==> config.mk <==
export PLATFORM = sky130hd
export DESIGN_NAME = pipe_ifetch
export DESIGN_NICKNAME = d
export VERILOG_FILES = /design/src/rtl/pipe_pkg.sv /design/src/rtl/pipe_ifq.sv /design/src/rtl/pipe_ifetch.sv
export SDC_FILE = /design/constraint.sdc
export NUM_CORES = 1
export LEC_CHECK = 0
export BUFFER_PORTS_ARGS = -buffer_cell sky130_fd_sc_hd__buf_2
export CAP_MARGIN = 20
export CORE_MARGIN = 2
export CORE_UTILIZATION = 53
export DETAILED_ROUTE_END_ITERATION = 10
export PLACE_DENSITY = 0.81
export RECOVER_POWER = 50
export SLEW_MARGIN = 0
export SYNTH_ARGS = -nofsm -noshare
export SYNTH_HDL_FRONTEND = slang
export SYNTH_SLANG_ARGS = --single-unit
==> constraint.sdc <==
create_clock -name clk -period 2.7 [get_ports clk]
set_input_delay 0.27 -clock clk [delete_from_list [all_inputs] [get_ports clk]]
set_output_delay 0.27 -clock clk [all_outputs]
set_load 0.01 [all_outputs]
==> src/rtl/pipe_pkg.sv <==
// ----------------------------------------------------------------------------
// pipe_pkg
//
// Shared definitions for the instruction-fetch slice of the pipeline.
//
// Contents:
//   INST_NOP       instruction word used for fault entries (all zeros)
//   IFQ_DEPTH      number of entries in the fetch-to-decode queue
//   fetch_state_t  fetch FSM state encoding (BOOT, FETCH, HALT)
//   ifq_entry_t    one queue entry: {inst, pc4, fault}
//   next_seq_pc    sequential next-PC helper (pc + 4, wraps modulo 2^32)
// ----------------------------------------------------------------------------
package pipe_pkg;

    localparam logic [31:0] INST_NOP  = 32'h0000_0000;
    localparam int          IFQ_DEPTH = 2;

    typedef enum logic [1:0] {
        ST_BOOT  = 2'd0,
        ST_FETCH = 2'd1,
        ST_HALT  = 2'd2
    } fetch_state_t;

    typedef struct packed {
        logic [31:0] inst;
        logic [31:0] pc4;
        logic        fault;
    } ifq_entry_t;

    // Plain 32-bit addition; the carry out of bit 31 is dropped on purpose
    // so that fetching at 0xFFFFFFFC wraps to address 0.
    function automatic logic [31:0] next_seq_pc(input logic [31:0] pc);
        return pc + 32'd4;
    endfunction

endpackage

==> src/rtl/pipe_ifq.sv <==
// ----------------------------------------------------------------------------
// pipe_ifq
//
// Small circular queue between instruction fetch and decode. The head entry
// is presented combinationally from storage; writes and reads take effect on
// the rising clock edge. Occupancy is tracked with an explicit count so that
// full and empty are never confused when the pointers are equal.
//
// Parameters:
//   DEPTH      number of entries (>= 2)
//
// Ports:
//   clk        rising-edge clock
//   clrn       asynchronous active-low reset (pointers, count and storage)
//   i_clear    synchronous clear of pointers and count (dominates wr/rd)
//   i_wrEn     write request; ignored when full unless a read happens too
//   i_wrData   entry to write
//   i_rdEn     read request; ignored when empty
//   o_head     entry at the read pointer
//   o_empty    no valid entries
//   o_full     DEPTH valid entries
// ----------------------------------------------------------------------------
module pipe_ifq
    import pipe_pkg::*;
#(
    parameter int DEPTH = IFQ_DEPTH
) (
    input  logic       clk,
    input  logic       clrn,
    input  logic       i_clear,
    input  logic       i_wrEn,
    input  ifq_entry_t i_wrData,
    input  logic       i_rdEn,
    output ifq_entry_t o_head,
    output logic       o_empty,
    output logic       o_full
);

    localparam int PW = (DEPTH > 1) ? $clog2(DEPTH) : 1;
    localparam int CW = $clog2(DEPTH + 1);

    ifq_entry_t    r_mem [DEPTH];
    logic [PW-1:0] r_wrPtr;
    logic [PW-1:0] r_rdPtr;
    logic [CW-1:0] r_count;

    logic w_doWrite;
    logic w_doRead;

    // Pointers wrap explicitly at DEPTH-1 so non-power-of-two depths also work.
    function automatic logic [PW-1:0] bumpPtr(input logic [PW-1:0] ptr);
        return (ptr == PW'(DEPTH - 1)) ? '0 : ptr + PW'(1);
    endfunction

    assign o_empty = (r_count == '0);
    assign o_full  = (r_count == CW'(DEPTH));

    // A write into a full queue is allowed only when the head leaves in the
    // same cycle, which keeps occupancy unchanged.
    assign w_doRead  = i_rdEn & ~o_empty;
    assign w_doWrite = i_wrEn & (~o_full | w_doRead);

    assign o_head = r_mem[r_rdPtr];

    // Pointer and occupancy bookkeeping. A clear drops every entry at once;
    // storage is left untouched because empty entries are never observed
    // as valid.
    always_ff @(posedge clk or negedge clrn) begin
        if (!clrn) begin
            r_wrPtr <= '0;
            r_rdPtr <= '0;
            r_count <= '0;
        end else if (i_clear) begin
            r_wrPtr <= '0;
            r_rdPtr <= '0;
            r_count <= '0;
        end else begin
            if (w_doWrite) begin
                r_wrPtr <= bumpPtr(r_wrPtr);
            end
            if (w_doRead) begin
                r_rdPtr <= bumpPtr(r_rdPtr);
            end
            case ({w_doWrite, w_doRead})
                2'b10:   r_count <= r_count + CW'(1);
                2'b01:   r_count <= r_count - CW'(1);
                default: r_count <= r_count;
            endcase
        end
    end

    // Entry storage. Reset to zero so the head reads as all-zero out of reset.
    always_ff @(posedge clk or negedge clrn) begin
        if (!clrn) begin
            for (int i = 0; i < DEPTH; i++) begin
                r_mem[i] <= '0;
            end
        end else if (w_doWrite && !i_clear) begin
            r_mem[r_wrPtr] <= i_wrData;
        end
    end

endmodule

==> src/rtl/pipe_ifetch.sv <==
// ----------------------------------------------------------------------------
// pipe_ifetch
//
// Instruction fetch stage. Issues requests to instruction memory at the
// address held by the external PC register, steers the PC register through
// o_wpc, and buffers fetched instructions in a two-entry queue (pipe_ifq)
// whose head is offered to decode. A misaligned PC produces a single fault
// entry and parks the stage in HALT until a redirect (i_flush) arrives.
//
// Optional feature (compile-time macro IFETCH_BYPASS_EN):
//   defined   - when the queue is empty and decode is ready, an accepted
//               fetch goes straight to the decode outputs in the same cycle
//               and is not written into the queue.
//   undefined - every fetched instruction passes through the queue; it
//               appears on the decode outputs one cycle after the fetch.
//
// Ports:
//   clk           rising-edge clock shared with the PC register
//   clrn          asynchronous active-low reset
//   i_pc          current fetch address from the PC register
//   i_flush       branch/jump redirect (PC register loads target this edge)
//   o_wpc         PC register write enable
//   o_pc4         i_pc + 4, sequential next-PC candidate
//   o_imem_req    instruction memory request
//   o_imem_addr   instruction memory address (= i_pc)
//   i_imem_ack    request accepted this cycle
//   i_imem_rdata  instruction word, valid with i_imem_ack
//   o_d_valid     decode entry valid
//   o_d_inst      decode entry instruction
//   o_d_pc4       decode entry pc + 4
//   o_d_fault     decode entry marks a misaligned fetch
//   i_d_ready     decode accepts the head entry when o_d_valid is high
// ----------------------------------------------------------------------------
module pipe_ifetch
    import pipe_pkg::*;
(
    input  logic        clk,
    input  logic        clrn,
    input  logic [31:0] i_pc,
    input  logic        i_flush,
    output logic        o_wpc,
    output logic [31:0] o_pc4,
    output logic        o_imem_req,
    output logic [31:0] o_imem_addr,
    input  logic        i_imem_ack,
    input  logic [31:0] i_imem_rdata,
    output logic        o_d_valid,
    output logic [31:0] o_d_inst,
    output logic [31:0] o_d_pc4,
    output logic        o_d_fault,
    input  logic        i_d_ready
);

    fetch_state_t r_state;

    ifq_entry_t w_ifqHead;
    logic       w_ifqEmpty;
    logic       w_ifqFull;

    logic [31:0] w_pc4;
    logic        w_misaligned;
    logic        w_headTaken;
    logic        w_room;
    logic        w_imemReq;
    logic        w_accept;
    logic        w_faultPush;
    logic        w_bypass;
    logic        w_push;
    ifq_entry_t  w_fetchEntry;
    ifq_entry_t  w_faultEntry;
    ifq_entry_t  w_pushData;

    assign w_pc4        = next_seq_pc(i_pc);
    assign w_misaligned = |i_pc[1:0];

    // Decode takes the stored head whenever one is present and it is ready.
    assign w_headTaken = ~w_ifqEmpty & i_d_ready;

    // A full queue still has room if its head leaves in the same cycle.
    assign w_room = ~w_ifqFull | w_headTaken;

    // Memory request: only in FETCH with an aligned PC, no redirect pending
    // and somewhere to put the result. It must react to i_flush within the
    // same cycle, so it is decoded from the registered state rather than
    // registered itself.
    always_comb begin
        w_imemReq = 1'b0;
        if ((r_state == ST_FETCH) && !i_flush && !w_misaligned && w_room) begin
            w_imemReq = 1'b1;
        end
    end

    assign w_accept = w_imemReq & i_imem_ack;

    // A misaligned PC never reaches memory; it is reported once as a fault
    // entry as soon as the queue can take it, and the FSM then parks in HALT.
    assign w_faultPush = (r_state == ST_FETCH) & ~i_flush & w_misaligned & w_room;

`ifdef IFETCH_BYPASS_EN
    assign w_bypass = w_ifqEmpty & i_d_ready & w_accept;
`else
    assign w_bypass = 1'b0;
`endif

    assign w_fetchEntry = '{inst: i_imem_rdata, pc4: w_pc4, fault: 1'b0};
    assign w_faultEntry = '{inst: INST_NOP,     pc4: w_pc4, fault: 1'b1};

    // Accepted fetch and fault entry are mutually exclusive (aligned versus
    // misaligned PC), so a single write port suffices.
    assign w_push     = (w_accept & ~w_bypass) | w_faultPush;
    assign w_pushData = w_faultPush ? w_faultEntry : w_fetchEntry;

    pipe_ifq #(
        .DEPTH (IFQ_DEPTH)
    ) u_ifq (
        .clk      (clk),
        .clrn     (clrn),
        .i_clear  (i_flush),
        .i_wrEn   (w_push),
        .i_wrData (w_pushData),
        .i_rdEn   (w_headTaken),
        .o_head   (w_ifqHead),
        .o_empty  (w_ifqEmpty),
        .o_full   (w_ifqFull)
    );

    // Fetch FSM. A redirect wins over everything and always lands in FETCH,
    // which also releases a HALT caused by a misaligned PC.
    always_ff @(posedge clk or negedge clrn) begin
        if (!clrn) begin
            r_state <= ST_BOOT;
        end else if (i_flush) begin
            r_state <= ST_FETCH;
        end else begin
            case (r_state)
                ST_BOOT:  r_state <= ST_FETCH;
                ST_FETCH: r_state <= w_faultPush ? ST_HALT : ST_FETCH;
                ST_HALT:  r_state <= ST_HALT;
                default:  r_state <= ST_BOOT;
            endcase
        end
    end

    // The PC register advances on an accepted fetch and loads the redirect
    // target on a flush; in HALT no fetch is accepted so only a flush moves it.
    assign o_wpc       = w_accept | i_flush;
    assign o_pc4       = w_pc4;
    assign o_imem_req  = w_imemReq;
    assign o_imem_addr = i_pc;

    // With bypass active the just-fetched word is shown directly; d_valid then
    // depends combinationally on i_d_ready, which decode must not loop back.
    assign o_d_valid = ~w_ifqEmpty | w_bypass;
    assign o_d_inst  = w_bypass ? w_fetchEntry.inst  : w_ifqHead.inst;
    assign o_d_pc4   = w_bypass ? w_fetchEntry.pc4   : w_ifqHead.pc4;
    assign o_d_fault = w_bypass ? w_fetchEntry.fault : w_ifqHead.fault;

endmodule

==> impl_results.md <==
- R2R depth: 7
- Part of the Yosys area used for sequential elements: 0.479
- Setup crit end: u_ifq.r_mem[24]
- Grt met2 use: 0.404
- Max_cap viols: 0
- Starting DRC count in detailed routing: 326
- F_max: 423 MHz
- Htree depth: 4
- Post-synthesis register bit count: 136
- Total setup buffers inserted after CTS: 0
- Switch share: 0.309
- CTS Root Cell: clkbuf_16
- Post_cts resized: 0
- Net Sw Power: 2.35 mW
- Layout Utilization: 0.635
- Synth Flop Type: dfrtp_1
- Post-synth EDFFs: 0
- Grt total ovfl: 0
- Vias: 5821
- Sink Count: 136
- Sequential fraction of design power: 0.420
- Horiz. Die Dim: 120 um
- Power share of the clock group: 0.322
- CP peak stage delay: 0.43 ns
- Post-synthesis xor/xnor area fraction: 0.0382
- Count of final setup violators: 0
- Nets@finish: 1001
- Area contributors post-synth: dfrtp_1 48%, o21ai_0 6.9%, buf_4 6.9%
- Worst hold slack: 0.0913 ns
- Height of the die: 120 um
- Layout cells sized above 1: 0.261
- Post-synthesis mux area share: 0.0666
- Critical Path Sink Type: register
- Largest net degree at the start of global routing: 83
- Initial core utilization: 0.539
- Synth Instances: 803
- HPWL Detailed: 11400 um
- Area growth from synthesis to layout: 17.9%
- Mapped cell area: 7100 um^2
- Period utilization: 0.875
- Setup Crit Path Kind: reg2reg
- Worst-path clk slew: 0.06 ns
- CTS tree: done
- Fill cells: 1127
- Synth Area in Adders: 0.00176
- Post-DP Area: 7830 um^2
- Most frequent cells in the layout: 154 x buf_2, 135 x dfrtp_1, 98 x inv_1, 98 x o21ai_0, 78 x nand3_1
- Final wirelength: 16600 um
- Worst Hold Class: in2reg
- Initial antenna violation count: 0
- Internal Power: 5.26 mW
- Average size of a mapped cell: 8.85 um^2
- Clock Tree Buf Depth: 2
- Comb pwr share: 0.258
- Ys async rst share: 1.00
- Final Hold Fails: 0
- Total track usage: 0.239
- Final antenna-violating net count: 0
- Post-synthesis net count: 873
- Hold Path Cell Cnt: 3
- Largest area contributor in the synthesized netlist: dfrtp_1
- # diodes: 0
- Critical R2R Launch: r_state[1]
- Crit-path cells: or3b_1 > a31o_1 > nor4_1 > buf_12 > buf_4 > nor2_1 > a21oi_1
- CTS buffer count: 17
- Routability Congestion: 0.809
- Max transition margin: 0.363
- Largest family of logic cells by synthesized area: buffers and inverters
- Via/cell ratio: 5.20
- Placeable Area: 13200 um^2
- Post-synthesis simple-gate area fraction: 0.147
- PwrDens: 909 nW/um^2
- DRC violations left: 0
- Critical Path Source Type: register
- Most Used Layer, Global Route: met2
- Yosys warns: 0
- Slew @ Worst Pin: 0.956 ns
- Avg WL per Cell: 14.8 um
- Share of Yosys cell area claimed by the top area cell type: 0.479
- Met1 usage: 0.301
- Worst path slowest cell: nor4_1
- Synth Area in Compound Gates: 0.116
- RSZ-0062 raised after global routing: no
- Worst EP required: 3.03 ns
- Met3 Track Usage GR: 0.0537
- Reg2Reg Capture Point: u_ifq.r_mem[24]
- R2R Setup Slk: 0.34 ns
- Critical Path AT: 2.69 ns
- Final setup TNS: 0 ns
- Design Area, Final: 8380 um^2
- Crit path launch: r_state[1]
- Pre-Repair DR Iteration Count: 5
- VDD IR max: 0.000473 V
- Final Max Tran Viols: 0
- Commonest non-fill, non-tap cell in the layout: buf_2
- Max FO, Critical Path: 43
- I/O Buffers: 200
- Die area: 14300 um^2
- Vias in the first global route: 5483
- First-pass GRT wire length: 26900 um
- Non-filler cells, final: 1120
- Placed Instances: 1087
- Clk_lat worst skew: 0.42 ns
- Row count: 42
- Synth cell types: 30
- Status: finished clean
- Boundary Pins: 201
- Skew final: 0.0133 ns
- Final min period: 2.36 ns
- Cts-stage hold buffer count: 1
- Pleak: 3.88 nW
-- how the worst min path moves through the flow --
stage / start / to / slack [ns]
floorplan: clrn / r_state[0] / -0.03
global placement: clrn / u_ifq.r_mem[100] / 0.36
detailed placement: clrn / u_ifq.r_mem[100] / 0.36
CTS: i_imem_rdata[16] / u_ifq.r_mem[49] / 0.08
global route: i_imem_rdata[2] / u_ifq.r_mem[100] / 0.09
finish: i_imem_rdata[16] / u_ifq.r_mem[49] / 0.09
-- metrics by stage --
stage               worst slack (ns)  power (mW)
floorplan                      0.587        4.46
global placement               0.485        5.09
detailed placement             0.420        5.19
CTS                            0.425        7.69
global route                   0.201        8.11
finish                         0.338        7.62
-- layout make-up --
class | instances | area, um^2 | share of cell area
tap | 176 | 220 | 0.0263
timing repair buffer | 219 | 1150 | 0.137
multi-input combinational | 459 | 2600 | 0.311
clock inverter | 11 | 170 | 0.0203
clock buffer | 21 | 460 | 0.0550
sequential | 136 | 3410 | 0.407
inverter | 98 | 368 | 0.0439
-- critical path, delay by kind of cell (launching register included) --
| family | cells | cell delay, ns |
|---|---|---|
| AOI/OAI and AO/OA | 2 | 0.42 |
| buffers and inverters | 2 | 0.58 |
| DFF | 1 | 0.40 |
| and+or+nand+nor | 3 | 0.88 |
-- registers in the layout (all words and copies together) (netlist names) --
register	count
u_ifq.r_rdPtr	1
u_ifq.r_wrPtr	1
u_ifq.r_mem	130
r_state	2
u_ifq.r_count	2
-- cell usage after synthesis, types with 2 or more instances --
cell type and n:
a21oi_1 59, and3_1 8, and4_1 2, buf_2 18, buf_4 65, buf_6 3, clkbuf_1 24, dfrtp_1 136
inv_1 98, mux2_2 42, nand2_1 43, nand3_1 78, nand4_1 11, nor2_1 68, nor3_1 5, nor4_1 2
o21ai_0 98, or2_2 2, xnor2_1 11, xor2_1 20
-- layer usage --
| layer | share of wire | routed length [um] |
|---|---|---|
| met2 | 0.49 | 8160 |
| met4 | 0.019 | 322 |
| met5 | 0 | 0 |
| met3 | 0.067 | 1110 |
| met1 | 0.42 | 6960 |
-- power by group through the flow --
stage                     registers, mW  clock network [mW]  logic, mW
after floorplan                    3.09                   0       1.37
after global placement             3.18                   0       1.91
after detailed placement           3.22                   0       1.97
after CTS                          3.20                2.49       2.01
after global routing               3.29                2.60       2.22
final                              3.20                2.45       1.96
-- cell families (layout without fill, tap and decap cells) --
logic type               count (synthesis)  count (layout)
XOR/XNOR                                31              31
AO/OA/AOI/OAI                          162             162
flip-flops                             136             136
adder cells (fa/ha/maj)                  1               1
AND/OR/NAND/NOR                        223             223
buffers and inverters                  208             349
multiplexers                            42              42
No activity file was read; power rests on OpenSTA's default activity.
